**config.mk**
```make
export PLATFORM = sky130hd
export DESIGN_NAME = bus_arbiter
export DESIGN_NICKNAME = d
export VERILOG_FILES = /design/src/rtl/bus_arb_pkg.sv /design/src/rtl/bus_arbiter_rr_pick.sv /design/src/rtl/bus_arbiter.sv
export SDC_FILE = /design/constraint.sdc
export NUM_CORES = 1
export LEC_CHECK = 0
export ABC_AREA = 1
export CAP_MARGIN = 20
export CORE_MARGIN = 4
export CORE_UTILIZATION = 50
export DETAILED_ROUTE_END_ITERATION = 10
export GPL_TIMING_DRIVEN = 0
export PLACE_DENSITY_LB_ADDON = 0.12
export SLEW_MARGIN = 20
export SYNTH_ARGS = -nofsm -noshare
export SYNTH_HDL_FRONTEND = slang
export SYNTH_SLANG_ARGS = --single-unit
```
**constraint.sdc**
```tcl
create_clock -name arb_clk -period 1.79 [get_ports arb_clk]
set_clock_uncertainty 0.15 [all_clocks]
set_input_delay 0.4475 -clock arb_clk [delete_from_list [all_inputs] [get_ports arb_clk]]
set_output_delay 0.4475 -clock arb_clk [all_outputs]
set_load 0.05 [all_outputs]
```
**src/rtl/bus_arb_pkg.sv**
```systemverilog
// Purpose: shared state encoding, sizing defaults and index helper for the bus arbiter.
// Latency: n/a (types and constants only).
// Backpressure: n/a.
package bus_arb_pkg;

    typedef enum logic [1:0] {
        IDLE       = 2'd0,
        GRANT      = 2'd1,
        TURNAROUND = 2'd2
    } arb_state_t;

    localparam int N_REQ_DEF    = 4;
    localparam int OWNER_W      = 2;
    localparam int MAX_HOLD_DEF = 8;

    // Next requester index in round-robin order, wrapping the last one back to 0.
    function automatic logic [OWNER_W-1:0] wrap_inc(input logic [OWNER_W-1:0] idx, input int n);
        return (idx == OWNER_W'(n - 1)) ? '0 : idx + 1'b1;
    endfunction

endpackage

```
**src/rtl/bus_arbiter_rr_pick.sv**
```systemverilog
// Purpose: round-robin search for the first set request at or above ptr (mod N_REQ).
// Latency: combinational, zero cycles.
// Backpressure: none; pure function of the request vector and pointer.
module rr_pick
    import bus_arb_pkg::*;
#(
    parameter int N_REQ = N_REQ_DEF
) (
    input  logic [N_REQ-1:0]   req,
    input  logic [OWNER_W-1:0] ptr,
    output logic               found,
    output logic [OWNER_W-1:0] idx
);

    logic [OWNER_W-1:0] cand;

    // Walk offsets from the far end down so the smallest offset from ptr wins.
    always_comb begin
        found = 1'b0;
        idx   = '0;
        cand  = '0;
        for (int i = N_REQ - 1; i >= 0; i--) begin
            cand = OWNER_W'((int'(ptr) + i) % N_REQ);
            if (req[cand]) begin
                found = 1'b1;
                idx   = cand;
            end
        end
    end

endmodule

```
**src/rtl/bus_arbiter.sv**
```systemverilog
// Purpose: round-robin bus arbiter with a guaranteed dead cycle between owners; optional forced release under BUS_ARB_TIMEOUT_EN.
// Latency: registered outputs, grant one edge after a request is seen in IDLE or TURNAROUND.
// Backpressure: level requests; an owner keeps the bus while its request stays high (or until forced off).
module bus_arbiter
    import bus_arb_pkg::*;
#(
    parameter int N_REQ    = N_REQ_DEF,
    parameter int MAX_HOLD = MAX_HOLD_DEF
) (
    input  logic               arb_clk,
    input  logic               arb_rst,
    input  logic [N_REQ-1:0]   arb_req,
    output logic [N_REQ-1:0]   arb_gnt,
    output logic [OWNER_W-1:0] arb_owner,
    output logic               arb_busy,
    output logic               arb_timeout
);

    arb_state_t         state_q;
    arb_state_t         state_nxt;
    logic [OWNER_W-1:0] rr_ptr;
    logic [OWNER_W-1:0] rr_ptr_nxt;
    logic [N_REQ-1:0]   gnt_nxt;
    logic [OWNER_W-1:0] owner_nxt;
    logic               pick_found;
    logic [OWNER_W-1:0] pick_idx;
    logic               owner_req;
    logic               release_now;
    logic               force_release;

    // A hold limit below one cycle is meaningless; stop elaboration rather than build it.
    if (MAX_HOLD < 1) begin : g_bad_max_hold
        $error("bus_arbiter: MAX_HOLD must be at least 1");
    end

    rr_pick #(
        .N_REQ (N_REQ)
    ) u_rr_pick (
        .req   (arb_req),
        .ptr   (rr_ptr),
        .found (pick_found),
        .idx   (pick_idx)
    );

    assign owner_req   = arb_req[arb_owner];
    assign release_now = (state_q == GRANT) && !owner_req;

`ifdef BUS_ARB_TIMEOUT_EN
    localparam int HOLD_W = (MAX_HOLD > 1) ? $clog2(MAX_HOLD) : 1;

    logic [HOLD_W-1:0] hold_cnt;
    logic [HOLD_W-1:0] hold_cnt_nxt;
    logic              timeout_q;
    logic              others_pending;

    // Only a competing requester can push the owner off; a voluntary release always takes priority.
    assign others_pending = |(arb_req & ~arb_gnt);
    assign force_release  = (state_q == GRANT) && owner_req && others_pending &&
                            (hold_cnt == HOLD_W'(MAX_HOLD - 1));

    // Hold counter: cleared on grant entry, counts GRANT cycles, saturates at the limit.
    always_comb begin
        hold_cnt_nxt = hold_cnt;
        if ((state_nxt == GRANT) && (state_q != GRANT)) begin
            hold_cnt_nxt = '0;
        end else if ((state_q == GRANT) && (hold_cnt != HOLD_W'(MAX_HOLD - 1))) begin
            hold_cnt_nxt = hold_cnt + 1'b1;
        end
    end

    // Hold counter and one-cycle timeout pulse registers.
    always_ff @(posedge arb_clk) begin
        if (arb_rst) begin
            hold_cnt  <= '0;
            timeout_q <= 1'b0;
        end else begin
            hold_cnt  <= hold_cnt_nxt;
            timeout_q <= force_release;
        end
    end

    assign arb_timeout = timeout_q;
`else
    assign force_release = 1'b0;
    assign arb_timeout   = 1'b0;
`endif

    // State register plus the registered outputs and round-robin pointer.
    always_ff @(posedge arb_clk) begin
        if (arb_rst) begin
            state_q   <= IDLE;
            arb_gnt   <= '0;
            arb_owner <= '0;
            arb_busy  <= 1'b0;
            rr_ptr    <= '0;
        end else begin
            state_q   <= state_nxt;
            arb_gnt   <= gnt_nxt;
            arb_owner <= owner_nxt;
            arb_busy  <= |gnt_nxt;
            rr_ptr    <= rr_ptr_nxt;
        end
    end

    // Next state: select from IDLE/TURNAROUND, leave GRANT on release or forced release.
    always_comb begin
        state_nxt = state_q;
        case (state_q)
            IDLE, TURNAROUND: state_nxt = pick_found ? GRANT : IDLE;
            GRANT: begin
                if (release_now || force_release) begin
                    state_nxt = TURNAROUND;
                end
            end
            default: state_nxt = IDLE;
        endcase
    end

    // Next outputs: load the picked owner, or drop the bus and advance the pointer past the owner.
    always_comb begin
        gnt_nxt    = arb_gnt;
        owner_nxt  = arb_owner;
        rr_ptr_nxt = rr_ptr;
        case (state_q)
            IDLE, TURNAROUND: begin
                gnt_nxt = '0;
                if (pick_found) begin
                    gnt_nxt   = {{(N_REQ - 1){1'b0}}, 1'b1} << pick_idx;
                    owner_nxt = pick_idx;
                end
            end
            GRANT: begin
                if (release_now || force_release) begin
                    gnt_nxt    = '0;
                    rr_ptr_nxt = wrap_inc(arb_owner, N_REQ);
                end
            end
            default: gnt_nxt = '0;
        endcase
    end

endmodule

```
# Word-level counts from Yosys, hierarchy flattened
# Cells that the tools add are included.
[word_totals]
register_bits = 11
[classes]
shift = 1
reduce_logical = 7
eq_ne = 4
muxes = 25
order_cmp = 5
addsub = 4
[op_table]
columns = ["op", "n"]
rows = [
  ["$lt 2x3->1 const B", 5],
  ["$mux 2", 6],
  ["$bmux 1 s2", 5],
  ["$mux 1", 10],
  ["$mux 4", 2],
  ["$pmux 4 s2", 1],
  ["$add 2x1->2 const B", 2],
  ["$add 2x2->2 const B", 2],
  ["$eq 2x2->1 const B", 2],
  ["$pmux 2 s2", 1],
  ["$reduce_and 2->1", 2],
  ["$reduce_or 4->1", 1],
  ["$shl 1x2->4 const A", 1],
  ["$eq 2x1->1 const B", 1],
  ["$logic_not 2->1", 1],
  ["$ne 2x2->1 const B", 1],
  ["$reduce_or 2->1", 1],
  ["$logic_and 1x1->1", 1],
  ["$logic_not 1->1", 1],
]

# Logic depth before layout (Yosys ltp)
[depth]
word_depth = 11
ltp_mapped = 15
ltp_nobuf = 15

# Hierarchy
# Synthesis repeated with hierarchy kept, for this count alone.
[hier_totals]
cells_unflattened = 111
hier_area_um2 = 764.5
[by_module_without_submodules]
columns = ["module", "seq_area_each_um2", "area_each_um2", "n_inst", "cells_per_inst"]
rows = [
  ["bus_arbiter", 220.2, 551.8, 1, 65],
  ["rr_pick", 0.0, 212.7, 1, 46],
]

# Least setup slack after synthesis
# OpenSTA, ideal clock, no wires.
[synth_path]
kind = "flip-flop to flip-flop"
start = "register arb_owner[0]"
end = "register arb_busy"
required_ps = 1569
t_arrival_ps = 1434
stages_incl_launch_ff = 9
n_path_buf = 0
synth_period_minus_slack_ps = 1654
slack_ps = 136
setup_time_ps = 71
cell_sequence = "dfxtp_1 -> a21oi_1 -> o21ai_0 -> nand3_1 -> inv_1 -> nand2_1 -> nand2_1 -> nor2_1 -> a21oi_1"
[synth_between]
elab_chain_cells = 7
[synth_rtl]
columns = ["item", "line", "source"]
rows = [
  ["start: declaration", "bus_arbiter.sv:14", "output logic [OWNER_W-1:0] arb_owner,"],
  ["start signal: assignment", "bus_arbiter.sv:99", "arb_owner <= owner_nxt;"],
  ["$bmux 1 s2", "bus_arbiter.sv:45", "assign owner_req = arb_req[arb_owner];"],
  ["$mux 1 (not written as such)", "bus_arbiter.sv:45", ""],
  ["$logic_not 1->1", "bus_arbiter.sv:46", "assign release_now = (state_q == GRANT) && !owner_req;"],
  ["$logic_and 1x1->1", "bus_arbiter.sv:46", ""],
  ["$mux 4", "bus_arbiter.sv:133", "if (release_now || force_release) begin"],
  ["$pmux 4 s2", "bus_arbiter.sv:124", "case (state_q)"],
  ["$reduce_or 4->1", "bus_arbiter.sv:100", "arb_busy <= |gnt_nxt;"],
  ["end signal: assignment", "bus_arbiter.sv:100", ""],
  ["end: declaration", "bus_arbiter.sv:15", "output logic arb_busy,"],
]
# Every way passes these cells. The select of a mux whose other input is x is not followed.
# A chain may end at the register's enable or synchronous reset.

# Worst setup path in the final report
[layout_path]
start = "input port arb_req[2]"
end = "register arb_busy"
[layout_between]
elab_chain_cells = 10
elab_cells_between_ends = 25
cone_classes = "1 x shift; 21 x mux; 3 x reduce/logical"
[layout_rtl]
columns = ["item", "line", "source"]
rows = [
  ["start: declaration", "bus_arbiter.sv:12", "input logic [N_REQ-1:0] arb_req,"],
  ["$bmux 1 s2", "bus_arbiter_rr_pick.sv:24", "if (req[cand]) begin"],
  ["$mux 1 (not written as such)", "bus_arbiter_rr_pick.sv:24", ""],
  ["$mux 2 (4 in a row)", "bus_arbiter_rr_pick.sv:24", ""],
  ["$shl 1x2->4", "bus_arbiter.sv:128", "gnt_nxt = {{(N_REQ - 1){1'b0}}, 1'b1} << pick_idx;"],
  ["$mux 4", "bus_arbiter.sv:127", "if (pick_found) begin"],
  ["$pmux 4 s2 (*)", "bus_arbiter.sv:124", ""],
  ["$reduce_or 4->1 (*)", "bus_arbiter.sv:100", ""],
]
# Every way passes the cells marked *; elsewhere a longest branch is shown, timed or not. The select of a mux whose other input is x is not followed.

==> metrics.cfg <==
[run_status]
status = complete, but fails checks
violations = setup timing

[setup_path]
r2r_slack_ps = -10
cp-end-kind = flop
path_max_fanout = 3
reg2reg_depth = 14
crit_arrival_ps = 1800
path_class = in -> reg
r2r_start = rr_ptr[1]
cp_cell_sequence = dlygate4sd2_1 -> inv_1 -> nand2_1 -> nand2_1 -> inv_1 -> nand2_2 -> nand2_2 -> a21oi_2 -> nand2_1 -> nand2_2 -> nor2_4 -> nand2_2 -> nand2_1 -> nor2_1 -> a21oi_1
required_ps = 1780
r2r-end = arb_busy
crit_path_top_delay_cell = dlygate4sd2_1
startpoint_type = primary input
slowest_delay_ps = 270

[detailed_routing]
drt-total-wl_um = 1850
vias = 812
avgRoutedWirePerCell_um = 11.7
first_pass_iters = 4
drc_errors = 0
ant_nets = 0
via_per_inst = 5.14
drtIter0Drc = 16

[timing]
hold_violations = 0
finalWorstSetupSlack_ps = -18.9
timing.setup.tns_ps = -18.9
finalCritPeriodShare_pct = 101
slew_viol_final = 0
fin_crit_ps = 1810
rsz0062_at_grt = true
hold_slack_ps = 344
clock.fmax_ghz = 0.553
report.final.setup_viol = 1

[yosys]
synth_seq_cells = 11
syn_area_um2 = 767
synth_flop_cell = dfxtp_1
synth_top_area_cell = dfxtp_1
postSynth.asyncResetShare_pct = 0
yosysMostFrequentCell = nand2_1
yosys.area.top_type_share_pct = 28.7
synth_nets = 130
synth_common_cells = nand2_1 (41), nor2_1 (12), dfxtp_1 (11), nand3_1 (11)
synth_edf_count = 0
postSynthAreaPerCell_um2 = 6.24
synth_cell_types = 22
netlist_instances = 123
ys_warn_count = 0
yosysSeqAreaShare_pct = 28.7
ys_top_cells_by_area = dfxtp_1 (29%), nand2_1 (20%), nand2_2 (7.3%), nand3_1 (7.2%), nor2_1 (5.9%)

[power]
netSwitchingPower_mw = 1.12
p_leak_nw = 0.547
comb_power_share_pct = 70.1
internal-power_mw = 0.909
peakVddDrop_uv = 1040
powerDensity_mw_per_mm2 = 1990
pwr-share-clk_pct = 8.4
fin_total_pwr_mw = 2.03
seq_power_share_pct = 21.5
p_sw_share_pct = 55.1

[floorplan]
die_h_um = 47.2
coreArea_mm2 = 0.00137
row_count = 13
pin_count = 14
start_util_pct = 56.1
dieArea_mm2 = 0.00222
die_x_um = 47.2

[grt]
grt_pass1_wl_um = 2950
antenna_found_initial = 0
grt_start_max_net_pins = 11
grt_pass1_vias = 712
grt_usage_pct = 18.9
grt_remaining_overflow = 0

[hold_path]
hp-start = arb_gnt[2]
hold_depth = 2
hold_path_end = arb_gnt[2]
worstHoldPathType = reg -> reg

[place]
dp_hpwl_um = 1330
port_buffers = 12
gp_congestion = 0.801

[final_layout]
syn_to_final_growth_pct = 33.0
diodes = 0
fin_util_pct = 74.6
drive_above_1_share_pct = 29.4
filler_cell_count = 116
final_nets = 151

[clocking]
clockRootBuffer = clkbuf_4
cts-htree-levels = 1
clock_path_buffers = 2
clkLatencyLatePin_ps = 270
cts_buffers = 3
clkTransAtPathRegs_ps = 70
cts_tree = done
clock_sinks = 11

[flow_run]
maxCapViolations = 0

==> cells in the final DEF, fill, tap and decap left out, drive strengths merged, types with 2 or more instances in the layout <==
cell type	synthesis	routed
dfxtp	11	11
o21ai	2	2
nand2	52	52
clkbuf	1	5
inv	14	14
a21oi	9	9
nor2	14	14
buf	2	7
dlygate4sd2	0	9
a211oi	3	3
nand3	11	11
==> power by group through the flow <==
stage	clock [mW]	combinational [mW]	sequential (mW)
after detailed placement	0	1.28	0.427
final	0.170	1.42	0.435
after global routing	0.187	1.57	0.452
after global placement	0	1.26	0.424
after floorplan	0	0.796	0.627
after CTS	0.176	1.28	0.424
==> sequential cells by signal, summed over array words and instances, names as in the netlist <==
register	flops
arb_owner	2
arb_busy	1
state_q	2
arb_gnt	4
rr_ptr	2
==> routing by layer <==
metal / vias up / GRT usage, % / wire [um]
met5: - / 0 / 0
met4: 0 / 9.94 / 38
met3: 5 / 3.45 / 46
met2: 15 / 29.8 / 922
met1: 364 / 24.4 / 847
li1: 428 / - / -
==> logic make-up (layout without fill, tap and decap cells) <==
kind of cell / after synthesis / after routing / share of synthesized area, %
and+or+nand+nor: 78 / 78 / 46.3
adders and majority gates: 1 / 1 / 1.63
other: 1 / 1 / 0.489
buffers and inverters: 17 / 37 / 9.79
AOI/OAI and AO/OA: 15 / 15 / 13.1
DFF: 11 / 11 / 28.7
==> worst max-delay path by stage <==
stage / from / to / slack (ps) / cells past startpoint
2_1_floorplan: arb_owner[0] / arb_busy / 140 / 8
3_3_place_gp: arb_req[0] / arb_busy / -560 / 12
3_5_place_dp: arb_req[0] / arb_busy / -560 / 14
4_1_cts: rr_ptr[0] / arb_busy / 0.7 / 14
5_1_grt: arb_req[2] / arb_busy / -150 / 16
6_report: arb_req[2] / arb_busy / -20 / 15
==> layout make-up <==
| type | count | area, um^2 | share of cell area (%) |
|---|---|---|---|
| repair buffers | 16 | 135 | 13.3 |
| flip-flops and latches | 11 | 225 | 22.1 |
| inverters | 14 | 57.6 | 5.64 |
| multi-input cells | 95 | 531 | 52.0 |
| plain buffers | 3 | 26.3 | 2.58 |
| clock buffers | 4 | 26.3 | 2.58 |
| well taps | 15 | 18.8 | 1.84 |
==> what timing repair did <==
item | in CTS | in global routing
pin swaps | 4 | 11
buffers inserted | 1 | 3
setup endpoints to repair | 14 | 4
hold endpoints to repair | 0 | 0
gates resized for setup | 21 | 18
hold buffers | 0 | 0
==> metrics by stage <==
stage          worst slack [ps]  instances  instance area [um^2]
3_3_place_gp               -565        150                   906
3_5_place_dp               -558        150                   906
2_1_floorplan               136        123                   767
6_report                  -18.9        158                  1020
5_1_grt                    -155        158                  1020
4_1_cts                   0.664        155                   942
==> critical path, delay by kind of cell <==
family	cells	cell delay [ps]
and+or+nand+nor	10	750
buffers and inverters	3	400
AOI/OAI and AO/OA	2	210
No activity file was read; power rests on OpenSTA's default activity.
